## src/rtl/instruction_memory_loader_pkg.sv

```systemverilog
// Shared sizes and address helper for the boot-time instruction memory loader.
package instruction_memory_loader_pkg;

    localparam int INSTRUCTION_SIZE = 32;
    localparam int IMEM_DEPTH_WORDS = 256;
    localparam int COUNT_W          = 16;

    // Byte address of word `idx` counted from `base`; idx < depth so no wrap.
    function automatic logic [INSTRUCTION_SIZE-1:0] word_addr(
        input logic [INSTRUCTION_SIZE-1:0] base,
        input logic [COUNT_W-1:0]          idx
    );
        return base + {14'b0, idx, 2'b00};
    endfunction

endpackage

```

## src/rtl/instruction_memory_loader_byte_to_word_packer.sv

```systemverilog
// Packs four little-endian bytes into one instruction word; the first byte
// ends up in [7:0] and the fourth in [31:24].
module byte_to_word_packer
    import instruction_memory_loader_pkg::*;
(
    input  logic                        clk,
    input  logic                        reset,
    input  logic                        clear,
    input  logic                        byte_en,
    input  logic [7:0]                  byte_data,
    output logic                        word_full,
    output logic [INSTRUCTION_SIZE-1:0] packed_word
);

    logic [1:0]                  byte_idx;
    logic [INSTRUCTION_SIZE-1:0] shift_reg;

    // Shift right so that after four bytes the oldest byte sits at [7:0].
    always_ff @(posedge clk or posedge reset) begin
        if (reset) begin
            byte_idx  <= 2'd0;
            shift_reg <= '0;
        end else if (clear) begin
            byte_idx  <= 2'd0;
            shift_reg <= '0;
        end else if (byte_en) begin
            byte_idx  <= byte_idx + 2'd1;
            shift_reg <= {byte_data, shift_reg[INSTRUCTION_SIZE-1:8]};
        end
    end

    assign word_full   = byte_en && (byte_idx == 2'd3);
    assign packed_word = shift_reg;

endmodule

```

## src/rtl/instruction_memory_loader.sv

```systemverilog
// Receives a length-prefixed byte frame and writes little-endian words into
// instruction memory at consecutive addresses, holding the CPU while loading.
module instruction_memory_loader
    import instruction_memory_loader_pkg::*;
#(
    parameter logic [INSTRUCTION_SIZE-1:0] BASE_ADDR   = 32'h0000_0000,
    parameter int unsigned                 DEPTH_WORDS = IMEM_DEPTH_WORDS
) (
    input  logic                        clk,
    input  logic                        reset,
    input  logic                        Start,
    input  logic [7:0]                  ByteData,
    input  logic                        ByteValid,
    output logic                        ByteReady,
    output logic                        WriteEnable,
    output logic [INSTRUCTION_SIZE-1:0] WriteAddress,
    output logic [INSTRUCTION_SIZE-1:0] WriteData,
    output logic                        Busy,
    output logic                        CpuHold,
    output logic                        Done,
    output logic                        Error,
    output logic [COUNT_W-1:0]          WordCount,
    output logic [2:0]                  dbg_state
);

    typedef enum logic [2:0] {
        IDLE   = 3'd0,
        LEN_LO = 3'd1,
        LEN_HI = 3'd2,
        DATA   = 3'd3,
        WRITE  = 3'd4,
        DONE   = 3'd5,
        ERROR  = 3'd6
    } state_t;

    state_t               state;
    logic [7:0]           len_lo;
    logic [COUNT_W-1:0]   frame_len;
    logic [COUNT_W-1:0]   frame_len_in;
    logic                 byte_accept;
    logic                 data_accept;
    logic                 start_accept;
    logic                 word_full;

    // Handshake: a byte moves on a rising edge where ByteValid && ByteReady;
    // ByteReady is registered and high only in LEN_LO, LEN_HI and DATA, so
    // bytes offered in any other state are left with the sender.
    assign byte_accept  = ByteValid && ByteReady;
    assign data_accept  = byte_accept && (state == DATA);
    assign start_accept = Start && !Busy;
    assign frame_len_in = {ByteData, len_lo};

    byte_to_word_packer u_packer (
        .clk         (clk),
        .reset       (reset),
        .clear       (start_accept),
        .byte_en     (data_accept),
        .byte_data   (ByteData),
        .word_full   (word_full),
        .packed_word (WriteData)
    );

    always_ff @(posedge clk or posedge reset) begin
        if (reset) begin
            state        <= IDLE;
            ByteReady    <= 1'b0;
            WriteEnable  <= 1'b0;
            WriteAddress <= BASE_ADDR;
            Busy         <= 1'b0;
            Done         <= 1'b0;
            Error        <= 1'b0;
            WordCount    <= '0;
            len_lo       <= '0;
            frame_len    <= '0;
        end else begin
            case (state)
                IDLE, DONE, ERROR: begin
                    if (start_accept) begin
                        state     <= LEN_LO;
                        ByteReady <= 1'b1;
                        Busy      <= 1'b1;
                        Done      <= 1'b0;
                        Error     <= 1'b0;
                        WordCount <= '0;
                    end
                end
                LEN_LO: begin
                    if (byte_accept) begin
                        len_lo <= ByteData;
                        state  <= LEN_HI;
                    end
                end
                LEN_HI: begin
                    if (byte_accept) begin
                        frame_len <= frame_len_in;
                        if (frame_len_in == '0) begin
                            state     <= DONE;
                            ByteReady <= 1'b0;
                            Busy      <= 1'b0;
                            Done      <= 1'b1;
                        end else if ({16'b0, frame_len_in} > 32'(DEPTH_WORDS)) begin
                            state     <= ERROR;
                            ByteReady <= 1'b0;
                            Busy      <= 1'b0;
                            Error     <= 1'b1;
                        end else begin
                            state <= DATA;
                        end
                    end
                end
                DATA: begin
                    if (word_full) begin
                        state        <= WRITE;
                        ByteReady    <= 1'b0;
                        WriteEnable  <= 1'b1;
                        WriteAddress <= word_addr(BASE_ADDR, WordCount);
                    end
                end
                WRITE: begin
                    WriteEnable <= 1'b0;
                    WordCount   <= WordCount + 16'd1;
                    if ((WordCount + 16'd1) == frame_len) begin
                        state <= DONE;
                        Busy  <= 1'b0;
                        Done  <= 1'b1;
                    end else begin
                        state     <= DATA;
                        ByteReady <= 1'b1;
                    end
                end
                default: begin
                    state     <= IDLE;
                    ByteReady <= 1'b0;
                    Busy      <= 1'b0;
                end
            endcase
        end
    end

    assign CpuHold   = Busy;
    assign dbg_state = state;

endmodule

```

## config.mk

```make
export PLATFORM = sky130hd
export DESIGN_NAME = instruction_memory_loader
export DESIGN_NICKNAME = d
export VERILOG_FILES = /design/src/rtl/instruction_memory_loader_pkg.sv /design/src/rtl/instruction_memory_loader_byte_to_word_packer.sv /design/src/rtl/instruction_memory_loader.sv
export SDC_FILE = /design/constraint.sdc
export NUM_CORES = 1
export LEC_CHECK = 0
export CORE_ASPECT_RATIO = 0.7
export CORE_MARGIN = 2
export CORE_UTILIZATION = 50
export DETAILED_ROUTE_END_ITERATION = 7
export PLACE_DENSITY = 0.78
export SKIP_CTS_REPAIR_TIMING = 1
export SLEW_MARGIN = 20
export SYNTH_ARGS = -nofsm -noshare
export SYNTH_HDL_FRONTEND = slang
export SYNTH_HIERARCHICAL = 1
export SYNTH_SLANG_ARGS = --single-unit
```

## constraint.sdc

```tcl
create_clock -name clk -period 5.1 [get_ports clk]
set_clock_uncertainty 0.05 [all_clocks]
set_input_delay 1.02 -clock clk [delete_from_list [all_inputs] [get_ports clk]]
set_output_delay 1.02 -clock clk [all_outputs]
set_load 0.02 [all_outputs]
```

* Word level (Yosys, flattened, before mapping)
Cells that the tools add are included.
** Storage, ports and cells
- Register bits :: 98
- Input bits :: 12
- Output and inout bits :: 89
- Logic and storage cells :: 93
** Cells by class
- $add $sub $neg :: 2
- Order comparisons :: 1
- Equal/unequal tests :: 18
- Mux-type cells :: 34
- Bitwise logic cells :: 2
- Reductions and logical operators :: 24
** Operator list (number)
- $mux 32 :: 2
- $pmux 16 s2 :: 1
- $mux 3 :: 7
- $add 16x1->16 const B :: 1
- $eq 16x16->1 :: 1
- $gt 16x9->1 const B :: 1
- $logic_not 16->1 :: 1
- $mux 16 :: 1
- $ne 2x2->1 const B :: 8
- $mux 1 :: 15
- $pmux 3 s5 :: 1
- $reduce_and 5->1 :: 3
- $reduce_and 2->1 :: 5
- $eq 3x3->1 const B :: 3
- $reduce_bool 2->1 :: 4
- $eq 3x2->1 const B :: 2
- $reduce_and 6->1 :: 1
- $pmux 1 s5 :: 1
- $logic_and 1x1->1 :: 4
- $mux 2 :: 2
- $pmux 1 s2 :: 2
- $pmux 1 s4 :: 1
- $reduce_and 4->1 :: 1
- $eq 3x1->1 const B :: 1
- other kinds (11) :: 12

* Depth between registers and ports, before layout
Gate-level depths: netlist (run 1).
- Depth after elaboration :: 5
- Mapped depth :: 11

* Cells and area by module
The synthesis (run 1) kept the hierarchy.
** By module, submodules not included
- instruction_memory_loader :: times used 1, cells each 347, area each 3520.9 um^2, sequential area each 1601.5 um^2
- byte_to_word_packer :: times used 1, cells each 113, area each 1431.4 um^2, sequential area each 850.8 um^2

* Worst setup path before layout (run 1)
OpenSTA, ideal clock, no wires.
- Path type :: input -> register
- Start point :: input port ByteValid
- End point :: register state[1], in the netlist dbg_state[1]
- Arrival time :: 2605 ps
- Data required time :: 4968 ps
- Setup slack :: 2363 ps
- Cell stages on the path :: 10
- Cell sequence :: nand3_1 nor2_1 buf_6 buf_12 and2_1 a2bb2oi_1 o32ai_1 mux2i_1 a221o_1 a31oi_1
** Between the ends
- Longest elaborated chain between the ends :: 5
** Ends and longest elaborated chain
- start, declared :: RTL line instruction_memory_loader.sv:13 : input logic ByteValid,
- $logic_and 1x1->1 :: RTL line instruction_memory_loader.sv:48 : assign byte_accept = ByteValid && ByteReady;
- $logic_and 1x1->1 :: RTL line instruction_memory_loader.sv:49 : assign data_accept = byte_accept && (state == DATA);
- net data_accept :: RTL line instruction_memory_loader.sv:41 : logic data_accept;
- $logic_and 1x1->1 :: RTL line instruction_memory_loader_byte_to_word_packer.sv:32 : assign word_full = byte_en && (byte_idx == 2'd3);
- net word_full :: RTL line instruction_memory_loader.sv:43 : logic word_full;
- $ne 2x1->1 (no source line)
- $reduce_and 4->1 (no source line)
- end signal, assigned :: RTL line instruction_memory_loader.sv:65 : state <= IDLE;
- end signal, assigned :: RTL line instruction_memory_loader.sv:79 : state <= LEN_LO;
- end signal, assigned :: RTL line instruction_memory_loader.sv:90 : state <= LEN_HI;
- end, declared :: RTL line instruction_memory_loader.sv:36 : state_t state;
The timed path passes the listed nets, and every way through them passes these cells.
A chain may end at the register's enable or synchronous reset.

* Final worst setup path (run 1)
- Start point :: input port ByteValid
- End point :: register WriteAddress[16]
** Between the ends
- Longest elaborated chain between the ends :: 4
** Ends and longest elaborated chain
- $logic_and 1x1->1 :: RTL line instruction_memory_loader.sv:48
- $logic_and 1x1->1 :: RTL line instruction_memory_loader.sv:49
- net data_accept :: RTL line instruction_memory_loader.sv:41
- $logic_and 1x1->1 :: RTL line instruction_memory_loader_byte_to_word_packer.sv:32
- net word_full :: RTL line instruction_memory_loader.sv:43
- $reduce_and 2->1 (no source line)
- end signal, assigned :: RTL line instruction_memory_loader.sv:116 : WriteAddress <= word_addr(BASE_ADDR, WordCount);
- end, declared :: RTL line instruction_memory_loader.sv:16 : output logic [INSTRUCTION_SIZE-1:0] WriteAddress,
The timed path passes the listed nets, and every way through them passes these cells.

==> metrics.log, run 1 <==
[metrics] result of the run: finished clean
[metrics] number of enable flip-flop cells after synthesis: 0
[metrics] Cell Pwr Density: about 250 nW/µm²
[metrics] die span in x: roughly 120 µm
[metrics] PnR worst setup slack: 2030 ps
[metrics] commonest non-fill, non-tap cells in the layout: 98 x sky130_fd_sc_hd__dfrtp_1, 84 x sky130_fd_sc_hd__clkdlybuf4s50_1, 54 x sky130_fd_sc_hd__nor2_1, 37 x sky130_fd_sc_hd__mux2_2
[metrics] layout overhead on the synthesized area: 22.6%
[metrics] Tcrit/Tclk final: 0.602
[metrics] CP max stage cell: sky130_fd_sc_hd__nand3_1
[metrics] Worst setup SP type: input port
[metrics] port buffer count: 84
[metrics] starting density of the core: 0.513
[metrics] Critical Path End Type: flip-flop
[metrics] total wire length after detailed routing: between 10 and 15 mm
[metrics] synthesized instance count: 460
[metrics] Residual DRC: 0
[metrics] maximum clock path buffer count: 2
[metrics] count of antenna-violating nets left after detailed routing: 0
[metrics] global placer's final weighted congestion: 0.916
[metrics] number of antenna violations at the first check in global routing: 0
[metrics] Yosys warning count: 6
[metrics] post-synthesis cell type count: 58
[metrics] crit-path cells: clkdlybuf4s50_1 > nand3_1 > nor2_4 > and2_1 > nand3_1 > mux2_2
[metrics] Die ar.: 10700 µm²
[metrics] Data required, critical path: approximately 5300 ps
[metrics] number of optimization iterations in the first detailed-route pass: 5
[metrics] time the final worst path needs with I/O delays and setup: 3070 ps
[metrics] HPWL Detailed: around 7.7 mm
[metrics] Post-Syn Area per Cell: 10.8 µm²
[metrics] transition time at the pin with the least slew margin: just under 900 ps
[metrics] final layout net count: 548
[metrics] utilization of the core after routing: 0.630
[metrics] global route total overflow: 0
[metrics] number of non-filler instances in the completed layout: 667
[metrics] worst-path maximum fanout: 20
[metrics] via density per instance: 5.59
[metrics] final hold violation count: 0
[metrics] leakage power of the design: 2.65 nW
[metrics] maximum number of pins on one net before global-route repair: 37
[metrics] Diodes inserted: 0
[metrics] total count of max-transition violations in the final report: 0
[metrics] I/O pin total: 101
[metrics] highest ir drop seen on vdd: 153 µV
[metrics] maximum operating frequency: between 300 and 400 MHz
[metrics] clock slew seen by the registers of the worst setup and hold paths: 60 ps
[metrics] # setup viols final: 0
[metrics] wire length per cell after detailed routing: between 15 and 20 µm
[metrics] setup TNS: 0 ps
[metrics] unrepaired setup endpoints after global routing: no
[metrics] pre-CTS setup slack: roughly 1700 ps
[metrics] max-capacitance violation count: 0
[metrics] number of clock buffers inserted by TritonCTS: 9
[metrics] clock tree root buffer cell: sky130_fd_sc_hd__clkbuf_16
[metrics] Largest stage delay, worst path: 630 ps
[metrics] clock net sink count: a little under 100
[metrics] die height: 87.3 µm
[metrics] classification of the worst setup path: in2reg
[metrics] type of the most critical hold path: reg2reg
[metrics] number of levels the H-tree was split into: 3
[metrics] DR vias: ~3700
[metrics] arrival time of the worst setup path: 3250 ps
[metrics] most used cell, CP: sky130_fd_sc_hd__nand3_1
[metrics] post-placement cell count: 651
[metrics] global-route wire length before repair: around 18 mm
[metrics] proportion of register bits with asynchronous set or reset after synthesis: 1.00
[metrics] part of the Yosys area used for sequential elements: 0.495
[metrics] fraction of layout instances using a drive strength above 1: 0.134
[metrics] vias in the first global route: 3555
[metrics] Std-Cell Core Area: 9650 µm²
[metrics] number of cell rows: 30
[metrics] leading cell type in the layout, fill and taps excluded: sky130_fd_sc_hd__dfrtp_1
[metrics] worst rel slew slack: 0.404
[metrics] number of DRC violations after detailed-routing iteration 0: between 300 and 400
[metrics] total track usage: 0.219
[metrics] clock tree from TritonCTS: done
[metrics] post-synth design cell area: 4950 µm²
[metrics] most used flip-flop cell after synthesis: sky130_fd_sc_hd__dfrtp_1
[metrics] #FFs+latches synth: 98
[metrics] Clock Latency Late Sink: 350 ps
cell usage after synthesis (3+ instances only):
| cell type | count | share of area |
|---|---|---|
| sky130_fd_sc_hd__buf_12 | 3 | 0.012 |
| sky130_fd_sc_hd__mux2_2 | 37 | 0.084 |
| sky130_fd_sc_hd__nor3_1 | 12 | 0.012 |
| sky130_fd_sc_hd__nand4_2 | 3 | 0.0076 |
| sky130_fd_sc_hd__inv_1 | 10 | 0.0076 |
| sky130_fd_sc_hd__a31oi_1 | 4 | 0.0051 |
| sky130_fd_sc_hd__nand4_1 | 3 | 0.0038 |
| sky130_fd_sc_hd__dfrtp_1 | 98 | 0.50 |
| sky130_fd_sc_hd__nor4_1 | 5 | 0.0063 |
| sky130_fd_sc_hd__nand2_1 | 25 | 0.019 |
| sky130_fd_sc_hd__nor2_1 | 55 | 0.042 |
| sky130_fd_sc_hd__a21oi_1 | 9 | 0.0091 |
| sky130_fd_sc_hd__and3_1 | 5 | 0.0063 |
| sky130_fd_sc_hd__xnor2_1 | 20 | 0.035 |
| sky130_fd_sc_hd__o31ai_1 | 5 | 0.0076 |
| sky130_fd_sc_hd__nand2b_1 | 3 | 0.0038 |
| sky130_fd_sc_hd__buf_4 | 20 | 0.030 |
| sky130_fd_sc_hd__mux2i_1 | 34 | 0.069 |
| sky130_fd_sc_hd__o21ai_0 | 34 | 0.034 |
| sky130_fd_sc_hd__nand3_1 | 9 | 0.0091 |
| sky130_fd_sc_hd__clkbuf_1 | 9 | 0.0068 |
| sky130_fd_sc_hd__buf_2 | 7 | 0.0071 |
| sky130_fd_sc_hd__xor2_1 | 4 | 0.0071 |
| sky130_fd_sc_hd__nor2b_1 | 4 | 0.0051 |
kinds of logic (layout without fill, tap and decap cells):
family / Yosys count / count (layout) / synth area share
AOI/OAI and AO/OA: 76 / 76 / 0.0985
other: 1 / 16 / 0.000757
buffers and inverters: 52 / 116 / 0.0680
DFF: 98 / 98 / 0.495
xor gates and xnor gates: 24 / 24 / 0.0424
and+or+nand+nor: 136 / 136 / 0.137
adders and majority gates: 2 / 2 / 0.00505
muxes: 71 / 71 / 0.153
through the flow:
stage | hold slack (ps) | power (W) | cell area, µm²
after detailed placement | 418 | 0.000839 | 5760
after global placement | 414 | 0.000839 | 5760
after global routing | 458 | 0.00156 | 6070
after CTS | 434 | 0.00152 | 6070
final | 429 | 0.00151 | 6070
after floorplan | 440 | 0.000829 | 5010
final timing paths:
kind,from,slack [ps],depth (start not counted),end
setup / recovery,ByteValid,2030,6,WriteAddress[16]$_DFFE_PP0P_
hold / removal,WriteAddress[8]$_DFFE_PP0P_,430,2,WriteAddress[8]$_DFFE_PP0P_
setup reg to reg,WordCount[0]$_DFFE_PP0P_,2170,7,ByteReady$_DFFE_PP0P_
hold reg to reg,WriteAddress[8]$_DFFE_PP0P_,430,2,WriteAddress[8]$_DFFE_PP0P_
max in group asynchronous,reset,3050,3,frame_len[10]$_DFFE_PP0P_
min in group asynchronous,reset,1050,2,WordCount[15]$_DFFE_PP0P_
flip-flops by register name (all words and copies together), names as in the netlist:
register              count
u_packer/packed_word     32
len_lo                    8
Error                     1
Done                      1
u_packer/byte_idx         2
WriteEnable               1
dbg_state                 3
frame_len                16
Busy                      1
WordCount                16
WriteAddress             16
ByteReady                 1
per-layer routing:
layer,part of all wire,track usage
met2,0.47,0.332
met3,0.073,0.0661
met5,0,0
met1,0.45,0.314
met4,0.0087,0.0449
layout make-up:
cell class / instances / area [µm²]
fill: 760 / 3570
sequential: 98 / 2450
multi-input combinational: 325 / 2230
timing repair buffer: 90 / 886
clock buffer: 11 / 253
tap: 128 / 160
clock inverter: 5 / 52.6
inverter: 10 / 37.5
worst max-delay path: cells and delay by family:
family	cells	cell delay, ps
AND/OR/NAND/NOR	4	1140
buffers and inverters	1	530
multiplexers	1	530
power breakdown:
part / switching (W) / internal [W] / total, W
clock: 0.000283 / 0.000404 / 0.000687
sequential: 0 / 0.000777 / 0.000777
combinational: 0.0000366 / 0.0000101 / 0.0000467
(Power assumes the default switching activity.)
==> inputs of run 2 (changes only) <==
==> constraint.sdc (replaced) <==
create_clock -name clk -period 3 [get_ports clk]
set_clock_uncertainty 0.05 [all_clocks]
set_input_delay 0.6 -clock clk [delete_from_list [all_inputs] [get_ports clk]]
set_output_delay 0.6 -clock clk [all_outputs]
set_load 0.02 [all_outputs]
==> run 2 against run 1 <==
Effect of this change:
- sequential power is 70% higher
- via count rose by 1.7%
- non-clock buffer count up 9
- critical endpoint is now ByteReady$_DFFE_PP0P_
==> metrics.log, run 2 (same netlist as run 1, synthesis figures left out) <==
[metrics] hold slack: 429 ps
[metrics] highest ir drop seen on vdd: 298 µV
[metrics] CP startpoint: WordCount[1]$_DFFE_PP0P_
[metrics] global route total overflow: 0
[metrics] result of the run: finished clean
[metrics] maximum number of pins on one net before global-route repair: 36
[metrics] commonest non-fill, non-tap cells in the layout: 98 x sky130_fd_sc_hd__dfrtp_1, 84 x sky130_fd_sc_hd__clkdlybuf4s50_1, 54 x sky130_fd_sc_hd__nor2_1, 37 x sky130_fd_sc_hd__mux2_2
[metrics] transition time at the pin with the least slew margin: 650 ps
[metrics] Tcrit/Tclk final: 0.901
[metrics] setup TNS: 0 ps
[metrics] number of levels the H-tree was split into: 3
[metrics] number of cell rows: 30
[metrics] max-capacitance violation count: 0
[metrics] layout overhead on the synthesized area: 24.3%
[metrics] Std-Cell Core Area: about 9600 µm²
[metrics] switch share: 0.219
[metrics] starting density of the core: 0.513
[metrics] vias in the first global route: 3601
[metrics] PnR worst setup slack: approximately 300 ps
[metrics] sequential share of power: 0.497
[metrics] Diodes inserted: 0
[metrics] global placer's final weighted congestion: 0.939
[metrics] maximum clock path buffer count: 2
[metrics] Residual DRC: 0
[metrics] HPWL Detailed: 8.10 mm
[metrics] total wire length after detailed routing: 11.5 mm
[metrics] # setup viols final: 0
[metrics] global-route wire length before repair: 18.5 mm
[metrics] Cell Pwr Density: 432 nW/µm²
[metrics] Worst setup SP type: flip-flop
[metrics] total power: 0.00266 W
[metrics] Hold Crit Start: WriteAddress[7]$_DFFE_PP0P_
[metrics] via density per instance: around 5.6
[metrics] part of the total power dissipated in combinational logic: 0.030
[metrics] number of flip-flops under the largest register name: 32
[metrics] unrepaired setup endpoints after global routing: no
[metrics] number of clock buffers inserted by TritonCTS: 9
[metrics] final hold violation count: 0
[metrics] Clk network pwr share: 0.473
[metrics] clock slew seen by the registers of the worst setup and hold paths: about 70 ps
[metrics] port buffer count: 84
[metrics] number of antenna violations at the first check in global routing: 0
[metrics] classification of the worst setup path: reg2reg
[metrics] switching power total: 0.000582 W
[metrics] final-layout fill cell count: 796
[metrics] Int Pwr: 0.00207 W
[metrics] Critical Path End Type: flip-flop
[metrics] type of the most critical hold path: reg2reg
[metrics] I/O pin total: 101
[metrics] die height: 87.3 µm
[metrics] launch point of the worst reg-to-reg path: WordCount[1]$_DFFE_PP0P_
[metrics] worst-path maximum fanout: 10
[metrics] total count of max-transition violations in the final report: 0
[metrics] Data required, critical path: ~3200 ps
[metrics] leakage power of the design: 2.68 nW
[metrics] worst rel slew slack: 0.563
[metrics] count of antenna-violating nets left after detailed routing: 0
[metrics] pre-CTS setup slack: 296 ps
[metrics] time the final worst path needs with I/O delays and setup: between 2000 and 3000 ps
[metrics] clock net sink count: between 90 and 100
[metrics] number of DRC violations after detailed-routing iteration 0: 309
[metrics] number of optimization iterations in the first detailed-route pass: 4
[metrics] die span in x: 123 µm
[metrics] post-placement cell count: 660
[metrics] Die ar.: 10700 µm²
[metrics] fraction of layout instances using a drive strength above 1: 0.146
[metrics] clock tree from TritonCTS: done
[metrics] DR vias: 3791
[metrics] total track usage: 0.225
[metrics] arrival time of the worst setup path: a little under 3000 ps
[metrics] leading cell type in the layout, fill and taps excluded: sky130_fd_sc_hd__dfrtp_1
[metrics] wire length per cell after detailed routing: 17.0 µm
[metrics] number of non-filler instances in the completed layout: between 600 and 700
[metrics] clock tree root buffer cell: sky130_fd_sc_hd__clkbuf_16
[metrics] final layout net count: 557
[metrics] maximum operating frequency: around 370 MHz
[metrics] Clock Latency Late Sink: 360 ps
==> run 2: power groups by stage <==
stage                     Combinational, W  Clock [W]  Sequential [W]
after floorplan                  0.0000625          0         0.00135
after global placement           0.0000802          0         0.00135
after detailed placement         0.0000823          0         0.00135
after CTS                        0.0000823    0.00127         0.00132
after global routing             0.0000910    0.00132         0.00132
final                            0.0000808    0.00126         0.00132
==> run 2: layer usage <==
| metal | vias to the layer above | GRT usage | share of wire |
|---|---|---|---|
| li1 | 1751 | - | - |
| met1 | 1891 | 0.323 | 0.46 |
| met2 | 134 | 0.340 | 0.46 |
| met3 | 15 | 0.0524 | 0.072 |
| met4 | 0 | 0.0679 | 0.014 |
| met5 | - | 0 | 0 |
==> run 2: final timing paths <==
| kind | end | cells after the start | slack (ps) |
|---|---|---|---|
| setup reg to reg | ByteReady$_DFFE_PP0P_ | 7 | 300 |
| min in group asynchronous | frame_len[11]$_DFFE_PP0P_ | 2 | 450 |
| hold reg to reg | WriteAddress[7]$_DFFE_PP0P_ | 2 | 430 |
| max in group asynchronous | WordCount[3]$_DFFE_PP0P_ | 3 | 1730 |
| setup / recovery | ByteReady$_DFFE_PP0P_ | 7 | 300 |
| hold / removal | WriteAddress[7]$_DFFE_PP0P_ | 2 | 430 |
==> run 2: layout make-up <==
type,count,area [µm²],share of cell area
sequential,98,2450,0.398
multi-input combinational,325,2230,0.362
timing repair buffer,99,953,0.155
clock buffer,9,225,0.0366
tap,128,160,0.0260
clock inverter,7,100,0.0163
inverter,10,37.5,0.00610
==> run 2: per-stage QoR <==
step,utilization,instance area (µm²)
after floorplan,-,5010
after global placement,0.604,5830
after detailed placement,0.604,5830
after CTS,0.638,6160
after global routing,0.638,6160
final,0.638,6160
==> run 2: worst max-delay path, cell delays in order (launching register included) <==
cell,delay [ps]
sky130_fd_sc_hd__dfrtp_1,470
sky130_fd_sc_hd__ha_1,360
sky130_fd_sc_hd__nand4_2,310
sky130_fd_sc_hd__nor4_4,420
sky130_fd_sc_hd__xnor2_1,130
sky130_fd_sc_hd__a2111oi_2,460
sky130_fd_sc_hd__and4_4,310
sky130_fd_sc_hd__o21ai_1,60
==> inputs of run 3 (changes only) <==
--- a/config.mk
+++ b/config.mk
@@ -7,9 +7,9 @@
 export LEC_CHECK = 0
 export CORE_ASPECT_RATIO = 0.7
 export CORE_MARGIN = 2
-export CORE_UTILIZATION = 50
+export CORE_UTILIZATION = 47
 export DETAILED_ROUTE_END_ITERATION = 7
-export PLACE_DENSITY = 0.78
+export PLACE_DENSITY = 0.77
 export SKIP_CTS_REPAIR_TIMING = 1
 export SLEW_MARGIN = 20
 export SYNTH_ARGS = -nofsm -noshare
==> constraint.sdc (replaced) <==
create_clock -name clk -period 2.4 [get_ports clk]
set_clock_uncertainty 0.05 [all_clocks]
set_input_delay 0.48 -clock clk [delete_from_list [all_inputs] [get_ports clk]]
set_output_delay 0.48 -clock clk [all_outputs]
set_load 0.02 [all_outputs]
==> run 3 against run 2 <==
Effect of this change:
- total power is 18% higher
- clock power is 9.5% higher
- sequential share of layout area is 2.0 points lower
- maximum frequency is 16% higher
- clock-buffer cell count is 3 higher
- via count is 3.0% higher
- critical endpoint is now dbg_state[2]$_DFFE_PP0P_
- largest power group unchanged
==> metrics.log, run 3 (same netlist as run 1, synthesis figures left out) <==
[metrics] clock tree from TritonCTS: done
[metrics] total count of max-transition violations in the final report: 0
[metrics] commonest non-fill, non-tap cells in the layout: 94 x sky130_fd_sc_hd__dfrtp_1, 84 x sky130_fd_sc_hd__clkdlybuf4s50_1, 54 x sky130_fd_sc_hd__buf_4, 53 x sky130_fd_sc_hd__nor2_1, 37 x sky130_fd_sc_hd__mux2_2
[metrics] DR vias: 3904
[metrics] type of the most critical hold path: reg2reg
[metrics] number of flip-flops under the largest register name: 32
[metrics] HPWL Detailed: 8.98 mm
[metrics] total wire length after detailed routing: 12.3 mm
[metrics] highest ir drop seen on vdd: 325 µV
[metrics] Cell Pwr Density: 484 nW/µm²
[metrics] Std-Cell Core Area: 10300 µm²
[metrics] total power: 0.00314 W
[metrics] max-capacitance violation count: 0
[metrics] Clock Latency Late Sink: 350 ps
[metrics] number of cell rows: 31
[metrics] number of clock buffers inserted by TritonCTS: 9
[metrics] time the final worst path needs with I/O delays and setup: 2340 ps
[metrics] count of antenna-violating nets left after detailed routing: 0
[metrics] Data required, critical path: 2580 ps
[metrics] vias in the first global route: 4049
[metrics] clock tree root buffer cell: sky130_fd_sc_hd__clkbuf_16
[metrics] global placer's final weighted congestion: 0.896
[metrics] worst-path maximum fanout: 6
[metrics] port buffer count: 84
[metrics] final hold violation count: 0
[metrics] global route total overflow: 0
[metrics] number of antenna violations at the first check in global routing: 0
[metrics] Die ar.: 11400 µm²
[metrics] number of DRC violations after detailed-routing iteration 0: 343
[metrics] worst rel slew slack: 0.629
[metrics] die span in x: 127 µm
[metrics] maximum operating frequency: 427 MHz
[metrics] leading cell type in the layout, fill and taps excluded: sky130_fd_sc_hd__dfrtp_1
[metrics] Diodes inserted: 0
[metrics] clock slew seen by the registers of the worst setup and hold paths: 70 ps
[metrics] I/O pin total: 101
[metrics] die height: 89.9 µm
[metrics] Critical Path End Type: flip-flop
[metrics] maximum number of pins on one net before global-route repair: 36
[metrics] wire length per cell after detailed routing: 17.1 µm
[metrics] via density per instance: 5.41
[metrics] number of optimization iterations in the first detailed-route pass: 5
[metrics] pre-CTS setup slack: -39.4 ps
[metrics] classification of the worst setup path: reg2reg
[metrics] leakage power of the design: 2.88 nW
[metrics] arrival time of the worst setup path: 2520 ps
[metrics] Worst setup SP type: flip-flop
[metrics] final layout net count: 598
[metrics] maximum clock path buffer count: 2
[metrics] # setup viols final: 0
[metrics] PnR worst setup slack: 59.2 ps
[metrics] transition time at the pin with the least slew margin: approximately 560 ps
[metrics] result of the run: finished clean
[metrics] Tcrit/Tclk final: 0.975
[metrics] clock net sink count: 98
[metrics] total track usage: 0.226
[metrics] global-route wire length before repair: 20.6 mm
[metrics] layout overhead on the synthesized area: 31.3%
[metrics] utilization of the core after routing: 0.630
[metrics] starting density of the core: 0.480
[metrics] number of levels the H-tree was split into: 3
[metrics] fraction of layout instances using a drive strength above 1: 0.219
[metrics] Residual DRC: 0
[run 3: area by class of cell]
| cell class | count | area, µm² |
|---|---|---|
| clock buffer | 12 | 256 |
| clock inverter | 4 | 26.3 |
| fill | 825 | 3820 |
| inverter | 10 | 37.5 |
| multi-input combinational | 325 | 2270 |
| sequential | 98 | 2460 |
| tap | 132 | 165 |
| timing repair buffer | 140 | 1290 |
[run 3: power breakdown]
group          internal [W]  switching (W)  total, W
Sequential          0.00165              0   0.00165
Combinational     0.0000340      0.0000818  0.000116
Clock              0.000758       0.000619   0.00138
Total               0.00244       0.000700   0.00314
[run 3: per-stage QoR]
stage	TNS, ps	std cells	hold WS, ps	cell area [µm²]
after global routing	-0.803	721	458	6500
after global placement	-22.6	705	415	6170
after CTS	-14.0	721	431	6450
after floorplan	0	475	440	5010
after detailed placement	-39.4	705	415	6170
final	0	721	424	6500
[run 3: critical path, stage by stage (launching register included)]
cell	delay, ps
sky130_fd_sc_hd__dfrtp_2	380
sky130_fd_sc_hd__ha_2	210
sky130_fd_sc_hd__nand4_4	170
sky130_fd_sc_hd__buf_4	200
sky130_fd_sc_hd__or3_1	320
sky130_fd_sc_hd__a31oi_2	270
sky130_fd_sc_hd__a2111oi_4	60
sky130_fd_sc_hd__buf_4	150
sky130_fd_sc_hd__and4_4	190
sky130_fd_sc_hd__a211o_1	220
[run 3: worst paths after layout]
check | startpoint | to | slack (ps) | cells past startpoint
setup / recovery | WordCount[1]$_DFFE_PP0P_ | dbg_state[2]$_DFFE_PP0P_ | 60 | 9
hold / removal | WriteEnable$_DFFE_PP0P_ | WriteEnable$_DFFE_PP0P_ | 420 | 2
setup reg to reg | WordCount[1]$_DFFE_PP0P_ | dbg_state[2]$_DFFE_PP0P_ | 60 | 9
hold reg to reg | WriteEnable$_DFFE_PP0P_ | WriteEnable$_DFFE_PP0P_ | 420 | 2
max in group asynchronous | reset | WordCount[4]$_DFFE_PP0P_ | 1310 | 3
min in group asynchronous | reset | WordCount[10]$_DFFE_PP0P_ | 430 | 2
[run 3: metal layers]
| metal | vias up | global-route usage | share of wire |
|---|---|---|---|
| met5 | - | 0 | 0 |
| met2 | 124 | 0.351 | 0.46 |
| met4 | 0 | 0.0476 | 0.0089 |
| met3 | 10 | 0.0583 | 0.058 |
| met1 | 1931 | 0.324 | 0.47 |
| li1 | 1839 | - | - |
